<file path="config.mk">
export PLATFORM = sky130hd
export DESIGN_NAME = rom_ddr_bridge
export DESIGN_NICKNAME = d
export VERILOG_FILES = /design/src/rtl/rom_ddr_pkg.sv /design/src/rtl/rom_ddr_bridge.sv
export SDC_FILE = /design/constraint.sdc
export NUM_CORES = 1
export LEC_CHECK = 0
export BUFFER_PORTS_ARGS = -buffer_cell sky130_fd_sc_hd__buf_2
export CAP_MARGIN = 30
export CORE_AREA = 2 2 137 139
export DETAILED_ROUTE_END_ITERATION = 10
export DIE_AREA = 0 0 139 141
export PLACE_DENSITY = 0.81
export RECOVER_POWER = 100
export SLEW_MARGIN = 20
export SYNTH_ARGS = -nofsm -noshare
export SYNTH_HDL_FRONTEND = slang
export SYNTH_SLANG_ARGS = --single-unit
export TNS_END_PERCENT = 30
</file>
<file path="constraint.sdc">
create_clock -name DDRAM_CLK -period 4.1 [get_ports DDRAM_CLK]
set_input_delay 0.205 -clock DDRAM_CLK [delete_from_list [all_inputs] [get_ports DDRAM_CLK]]
set_output_delay 0.205 -clock DDRAM_CLK [all_outputs]
set_load 0.05 [all_outputs]
</file>
<file path="src/rtl/rom_ddr_pkg.sv">
// Shared definitions for the cart-ROM DDRAM bridge.
//   state_t      : bridge FSM states
//   BASE_QW_DEF  : default DDRAM qword base of the ROM area (byte 0x06000000)
//   be_of()      : byte-enable pattern for a 16-bit lane inside a 64-bit qword
//   lane_of()    : extract 16-bit lane k from a 64-bit line
package rom_ddr_pkg;

    typedef enum logic [1:0] {
        S_IDLE,
        S_WR_CMD,
        S_RD_CMD,
        S_RD_WAIT
    } state_t;

    localparam logic [28:0] BASE_QW_DEF = 29'h00C00000;

    function automatic logic [7:0] be_of(input logic [1:0] lane);
        return 8'h03 << {lane, 1'b0};
    endfunction

    function automatic logic [15:0] lane_of(input logic [63:0] line, input logic [1:0] lane);
        return line[{lane, 4'b0000} +: 16];
    endfunction

endpackage

</file>
<file path="src/rtl/rom_ddr_bridge.sv">
// Responder for the cart-ROM toggle handshakes. Each 16-bit write from the
// loader and each 16-bit ROM fetch becomes one single-beat 64-bit DDRAM
// Avalon transaction; a one-line (8-byte) read cache short-circuits fetches
// that fall in the most recently loaded qword.
// Ports:
//   DDRAM_CLK, RESET          clock (rising edge), async active-high reset
//   wraddr/din/we_req/we_ack  write side: byte address, data, toggle handshake
//   rdaddr/rd_req/rd_ack/dout read side: word address, toggle handshake, data
//   DDRAM_*                   Avalon master towards DDRAM
module rom_ddr_bridge
    import rom_ddr_pkg::*;
#(
    parameter logic [28:0] BASE_QW = BASE_QW_DEF,
    parameter int unsigned AW_BYTE = 25
) (
    input  logic               DDRAM_CLK,
    input  logic               RESET,
    input  logic [AW_BYTE-1:0] wraddr,
    input  logic [15:0]        din,
    input  logic               we_req,
    output logic               we_ack,
    input  logic [21:0]        rdaddr,
    input  logic               rd_req,
    output logic               rd_ack,
    output logic [15:0]        dout,
    input  logic               DDRAM_BUSY,
    output logic [7:0]         DDRAM_BURSTCNT,
    output logic [28:0]        DDRAM_ADDR,
    output logic               DDRAM_RD,
    output logic               DDRAM_WE,
    output logic [63:0]        DDRAM_DIN,
    output logic [7:0]         DDRAM_BE,
    input  logic [63:0]        DDRAM_DOUT,
    input  logic               DDRAM_DOUT_READY
);

    localparam int unsigned QW = AW_BYTE - 3;

    state_t        state_q, state_d;
    logic          we_ack_q, we_ack_d;
    logic          rd_ack_q, rd_ack_d;
    logic [15:0]   dout_q, dout_d;
    logic          rd_q, rd_d;
    logic          we_q, we_d;
    logic [QW-1:0] qaddr_q, qaddr_d;
    logic [1:0]    lane_q, lane_d;
    logic [15:0]   wdata_q, wdata_d;
    logic [63:0]   line_q, line_d;
    logic [19:0]   tag_q, tag_d;
    logic          valid_q, valid_d;

    logic wr_pend, rd_pend, hit;

    // Word granularity: the low byte-address bit carries no information.
    logic unused_wraddr_bit0;
    assign unused_wraddr_bit0 = wraddr[0];

    assign wr_pend = we_req ^ we_ack_q;
    assign rd_pend = rd_req ^ rd_ack_q;
    assign hit     = valid_q && (tag_q == rdaddr[21:2]);

    always_ff @(posedge DDRAM_CLK or posedge RESET) begin
        if (RESET) begin
            state_q  <= S_IDLE;
            we_ack_q <= 1'b0;
            rd_ack_q <= 1'b0;
            dout_q   <= '0;
            rd_q     <= 1'b0;
            we_q     <= 1'b0;
            qaddr_q  <= '0;
            lane_q   <= '0;
            wdata_q  <= '0;
            line_q   <= '0;
            tag_q    <= '0;
            valid_q  <= 1'b0;
        end else begin
            state_q  <= state_d;
            we_ack_q <= we_ack_d;
            rd_ack_q <= rd_ack_d;
            dout_q   <= dout_d;
            rd_q     <= rd_d;
            we_q     <= we_d;
            qaddr_q  <= qaddr_d;
            lane_q   <= lane_d;
            wdata_q  <= wdata_d;
            line_q   <= line_d;
            tag_q    <= tag_d;
            valid_q  <= valid_d;
        end
    end

    always_comb begin
        state_d  = state_q;
        we_ack_d = we_ack_q;
        rd_ack_d = rd_ack_q;
        dout_d   = dout_q;
        rd_d     = rd_q;
        we_d     = we_q;
        qaddr_d  = qaddr_q;
        lane_d   = lane_q;
        wdata_d  = wdata_q;
        line_d   = line_q;
        tag_d    = tag_q;
        valid_d  = valid_q;

        case (state_q)
            S_IDLE: begin
                if (wr_pend) begin
                    qaddr_d = wraddr[AW_BYTE-1:3];
                    lane_d  = wraddr[2:1];
                    wdata_d = din;
                    we_d    = 1'b1;
                    state_d = S_WR_CMD;
                end else if (rd_pend) begin
                    if (hit) begin
                        dout_d   = lane_of(line_q, rdaddr[1:0]);
                        rd_ack_d = ~rd_ack_q;
                    end else begin
                        qaddr_d = QW'(rdaddr[21:2]);
                        lane_d  = rdaddr[1:0];
                        rd_d    = 1'b1;
                        state_d = S_RD_CMD;
                    end
                end
            end
            S_WR_CMD: begin
                if (!DDRAM_BUSY) begin
                    we_d     = 1'b0;
                    we_ack_d = ~we_ack_q;
                    // Cached lines only span byte addresses below 8 MiB, so
                    // the tag is zero-extended before comparing.
                    if (valid_q && (qaddr_q == QW'(tag_q))) begin
                        line_d[{lane_q, 4'b0000} +: 16] = wdata_q;
                    end
                    state_d = S_IDLE;
                end
            end
            S_RD_CMD: begin
                if (!DDRAM_BUSY) begin
                    rd_d    = 1'b0;
                    state_d = S_RD_WAIT;
                end
            end
            S_RD_WAIT: begin
                if (DDRAM_DOUT_READY) begin
                    line_d   = DDRAM_DOUT;
                    tag_d    = qaddr_q[19:0];
                    valid_d  = 1'b1;
                    dout_d   = lane_of(DDRAM_DOUT, lane_q);
                    rd_ack_d = ~rd_ack_q;
                    state_d  = S_IDLE;
                end
            end
            default: state_d = S_IDLE;
        endcase
    end

    assign we_ack         = we_ack_q;
    assign rd_ack         = rd_ack_q;
    assign dout           = dout_q;
    assign DDRAM_BURSTCNT = 8'd1;
    assign DDRAM_ADDR     = BASE_QW + 29'(qaddr_q);
    assign DDRAM_RD       = rd_q;
    assign DDRAM_WE       = we_q;
    assign DDRAM_DIN      = {4{wdata_q}};
    assign DDRAM_BE       = be_of(lane_q);

endmodule

</file>
### After elaboration in Yosys (flattened, before gate mapping)

Cells that the tools add are included.

| word-level totals | value |
|---|---|
| register bits | 147 |
| word-level logic and storage cells | 93 |
| output and inout port bits | 129 |
| bits of input ports | 133 |

| operators by class | value |
|---|---|
| add/subtract/negate cells | 2 |
| mux-type cells | 35 |
| bitwise gates (word level) | 5 |
| equal/unequal tests | 17 |
| reduce and logical (&&, ||, !) cells | 17 |
| shift-type cells | 5 |

Operators by type and width:

| cell | number |
|---|---|
| 64-bit two-way mux | 3 |
| 64-bit one-hot mux with 2 select lines | 1 |
| 64-bit by 7-bit indexed part select with 16-bit output | 2 |
| 22-bit two-way mux | 3 |
| 64-bit bitwise mux | 1 |
| 16-bit two-way mux | 4 |
| 16-bit by 8-bit variable shift with 64-bit output (first input constant) | 1 |
| 16-bit by 8-bit indexed part select with 64-bit output | 1 |
| 16-bit one-hot mux with 2 select lines | 1 |
| 24-bit by 22-bit adder with 25-bit output (first input constant) | 1 |
| 22-bit by 20-bit equality test with 1-bit output | 1 |
| 20-bit equality test | 1 |
| 2-bit != test (second input constant) | 10 |
| 2-bit two-way mux | 9 |
| 5-bit AND reduction | 3 |
| 2-bit nonzero test | 5 |
| 1-bit two-way mux | 9 |
| 6-bit negation with 8-bit output | 1 |
| 2-bit one-hot mux with 4 select lines | 1 |
| 2-bit by 3-bit << shifter with 8-bit output (first input constant) | 1 |
| 3-bit != test (second input constant) | 2 |
| 1-bit one-hot mux with 2 select lines | 3 |
| 2-bit AND reduction | 3 |
| 3-bit AND reduction | 2 |
| other kinds (7) | 12 |

### Logic depth before layout (Yosys ltp)

| depth | value |
|---|---|
| depth after elaboration | 6 |
| mapped depth | 9 |
| gate-level depth less buffers | 7 |

### Worst setup path before layout

OpenSTA, ideal clock, no wires.

| path | value |
|---|---|
| kind | register -> register |
| start point | register lane_q[0] |
| end point | register line_q[0] |
| slack | 1.748 ns |
| setup time | 0.077 ns |
| arrival time | 2.275 ns |
| path buffers | 2 |
| period minus slack after synthesis | 2.352 ns |
| data required time | 4.023 ns |
| stages on the path, launching flop included | 9 |
| cell sequence | dfrtp_1 -> buf_2 -> inv_1 -> ha_1 -> inv_1 -> nor4_2 -> clkbuf_1 -> a22oi_1 -> o21ai_1 |

| between the ends | value |
|---|---|
| cells in the longest elaborated chain, start to end | 6 |

RTL lines:

| element | line | text |
|---|---|---|
| start, declared | rom_ddr_bridge.sv:46 | `logic [1:0] lane_q, lane_d;` |
| start signal, assigned | rom_ddr_bridge.sv:84 | `lane_q <= lane_d;` |
| 6-bit negation with 8-bit output * | rom_ddr_bridge.sv:133 | `line_d[{lane_q, 4'b0000} +: 16] = wdata_q;` |
| 16-bit by 8-bit indexed part select with 64-bit output or 16-bit by 8-bit variable shift with 64-bit output (tied branches) | rom_ddr_bridge.sv:133 |  |
| 64-bit bitwise mux * | rom_ddr_bridge.sv:133 |  |
| 64-bit two-way mux * | rom_ddr_bridge.sv:132 | `if (valid_q && (qaddr_q == QW'(tag_q))) begin` |
| 64-bit two-way mux * | rom_ddr_bridge.sv:127 | `if (!DDRAM_BUSY) begin` |
| 64-bit one-hot mux with 2 select lines * | rom_ddr_bridge.sv:106 | `case (state_q)` |
| end signal, assigned | rom_ddr_bridge.sv:86 | `line_q <= line_d;` |
| end, declared | rom_ddr_bridge.sv:48 | `logic [63:0] line_q, line_d;` |

Mark *: on every way between the ends. The rest lies on a longest branch, timed or not. The select of a mux whose other input is x is not followed.
A chain may end at the register's enable or synchronous reset.

### Worst setup path after layout

| path | value |
|---|---|
| start point | register we_ack_q, in the netlist we_ack |
| end point | register wdata_q[10] |

| between the ends | value |
|---|---|
| cells in the longest elaborated chain, start to end | 2 |

RTL lines:

| element | line | text |
|---|---|---|
| start, declared | rom_ddr_bridge.sv:40 | `logic we_ack_q, we_ack_d;` |
| start signal, assigned | rom_ddr_bridge.sv:78 | `we_ack_q <= we_ack_d;` |
| 1-bit bitwise XOR | rom_ddr_bridge.sv:58 | `assign wr_pend = we_req ^ we_ack_q;` |
| 2-bit AND reduction (no source line) | -- |  |
| end signal, assigned | rom_ddr_bridge.sv:85 | `wdata_q <= wdata_d;` |
| end, declared | rom_ddr_bridge.sv:47 | `logic [15:0] wdata_q, wdata_d;` |

No other way between the ends.

==> flow_metrics.tcl <==
set metrics [dict create \
    cap_violations 1 \
    die_y_um 141 \
    syn_area_mm2 0.00837 \
    dr.first_iter.drc_count 509 \
    slowest_delay_ns 0.89 \
    period_minus_slack_ns 3.12 \
    synth_top_area_frac 0.439 \
    crit_start "we_ack$_DFFE_PP0P_" \
    h-tree-depth 4 \
    synth_edf_count 0 \
    place_area_mm2 0.00936 \
    layout_common_cells "146 x dfrtp_1, 132 x buf_2, 117 x clkbuf_1" \
    hold_buffers 2 \
    met1_length_um 9780 \
    grt_pass1_vias 6939 \
    dr.pass1.iters 5 \
    cp_slowest_cell "clkbuf_1" \
    ys_seq_elements 147 \
    cp_data_required_time_ns 4.40 \
    area_delta_synth_final_pct 17.2 \
    grt_use_total 0.241 \
    worstHoldPathType "input pin to flop" \
    dieArea_mm2 0.0196 \
    grt_max_degree 148 \
    fin_crit_sh 0.762 \
    async_flop_share 1.00 \
    boundaryPins 262 \
    rsz0062_at_grt "false" \
    cts_buffers 17 \
    final_common_cell "dfrtp_1" \
    initial_utilization 0.458 \
    timing.fmax_mhz 320 \
    grt_antenna_before_repair 3 \
    whs_ns 0.0143 \
    route.met3.wl_um 1860 \
    clock_path_buffers 2 \
    cp.arrival_ns 3.43 \
    vdd_drop_max_mv 0.649 \
    syn_area_per_cell_um2 10.1 \
    clk_pin_slew_ns 0.07 \
    final_cells 1246 \
    whs_path_depth 2 \
    yosysWarnings 0 \
    rr_startpoint "we_ack$_DFFE_PP0P_" \
    endpoint_kind "flop" \
    power.density_mw_per_mm2 960 \
    hp-start "din[14]" \
    crit_fanout 26 \
    fin_nets 1133 \
    r2r_setup_slack_ns 0.98 \
    grt_pass1_wl_um 37200 \
    die_width_um 139 \
    drive_gt1_frac 0.226 \
    timing.rr.end "wdata_q[10]$_DFFE_PP0P_" \
    postCtsResizedCells 0 \
    ys_seq_area_frac 0.439 \
    dp_cells 1204 \
    wl_per_cell_um 19.0 \
    cts_setup_buffers 0 \
    synth_largest_area_cell "dfrtp_1" \
    slew_viol_final 33 \
    worstSkewPairLatency_ns 0.42 \
    core-area_mm2 0.0183 \
    crit_type "flop to flop" \
    fin_area_mm2 0.00981 \
    p_leak_uw 0.00420 \
    gr-total-overflow 0 \
    tightest_slew_ns 1.56 \
    relSlewSlack -0.0465 \
    skew_ns 0.00965 \
    drc 0 \
    ys_types 43 \
    crit_path_start_kind "flop" \
    antenna_left 0 \
    routed_wl_um 23700 \
    cts_tree "built" \
    r2r_cells 5 \
    via_per_inst 5.69 \
    io_buffers 245 \
    hold_viol 0 \
    cp_cell_sequence "xor2_2, clkbuf_1, nand2_1, buf_12, mux2_2" \
    nFillCells 1692 \
    outcome "complete, but fails checks" \
    synthFlopType "dfrtp_1" \
    cts_num_sinks 147 \
    tns_ns 0 \
    place_congestion 0.848 \
    dp.final_hpwl_um 15700 \
    placementRows 50 \
    vias 7086 \
    hold_end "wdata_q[14]$_DFFE_PP0P_" \
    highest-signal-layer "met4" \
    violations "capacitance limit, slew limit" \
    root_buffer "clkbuf_16" \
    ys_top_cells_by_area "dfrtp_1 44%, mux2i_1 7.8%, buf_4 6.3%, mux2_2 5.8%, a22oi_1 5.7%" \
    setup_violations 0 \
    synth_cells 827 \
    met2_length_um 11700 \
]
## critical path: cells and delay by family, from the launching register on
kind / cells / cell delay [ns]
buffers and inverters: 2 / 1.29
muxes: 1 / 0.29
DFF: 1 / 0.47
and+or+nand+nor: 1 / 0.77
xor gates and xnor gates: 1 / 0.17
## report_power, final
part | switching [uW] | internal [uW]
Sequential | 720 | 2120
Clock | 704 | 804
Combinational | 3620 | 1450
## cells by family after synthesis
| kind of cell | count (synthesis) | synth area share |
|---|---|---|
| compound gates | 221 | 0.179 |
| xor+xnor | 45 | 0.0480 |
| fa+ha+maj | 4 | 0.00598 |
| buf+inv | 134 | 0.0954 |
| flops | 147 | 0.439 |
| mux | 117 | 0.148 |
| other cells | 2 | 0.000897 |
| simple gates | 157 | 0.0839 |
## sequential cells by signal, indices dropped and copies added (netlist names)
register,cells
rd_ack,1
DDRAM_RD,1
DDRAM_WE,1
state_q,2
lane_q,2
tag_q,20
line_q,64
we_ack,1
qaddr_q,22
valid_q,1
wdata_q,16
dout,16
## metal layers
layer	global-route usage	vias to the layer above
met5	0	-
met4	0.0771	0
met3	0.0499	26
met2	0.407	343
met1	0.311	3437
li1	-	3280
## how the worst max path moves through the flow
stage                                          to  slack, ns  depth (start not counted)
final                     wdata_q[10]$_DFFE_PP0P_       0.98                          5
after global routing      qaddr_q[12]$_DFFE_PP0P_       0.75                          6
after CTS                  line_q[54]$_DFFE_PP0P_       1.37                          6
after detailed placement    line_q[8]$_DFFE_PP0P_       1.40                          6
after global placement      line_q[9]$_DFFE_PP0P_       1.42                          6
after floorplan             line_q[0]$_DFFE_PP0P_       1.75                          8
## area by class of cell
class                   instances  area, um2  area share
multi-input cells             559       3990       0.407
flip-flops and latches        147       3680       0.375
repair buffers                263       1240       0.126
clock buffers                  17        425      0.0434
well taps                     234        293      0.0299
clock inverters                15        141      0.0144
inverters                       8       31.3     0.00319
diodes                          3       7.51    0.000766
## metrics by stage
stage	setup WS [ns]	utilization	total power, uW
3_3_place_gp	1.42	0.512	7930
2_1_floorplan	1.75	-	7130
5_1_grt	0.746	0.537	9960
3_5_place_dp	1.40	0.512	8070
6_report	0.976	0.537	9420
4_1_cts	1.37	0.544	9590
## synth_stat cells, types with 3 or more instances
master and n:
o21ai_0 11, o221ai_1 16, o22a_1 16, mux2i_1 65, mux2_1 9, nor4_2 3
xor2_1 19, a211oi_1 21, nor4_1 4, o21ai_1 59, inv_1 8, buf_4 70
nand4_1 5, nand2_1 76, a31oi_1 4, xnor2_1 25, nor2_1 31, mux2_2 43
clkbuf_1 39, nor3_1 25, a22oi_1 64, buf_2 14, nand3_1 5, o22ai_1 22
dfrtp_1 147, ha_1 4
No activity file was read; power rests on OpenSTA's default activity.
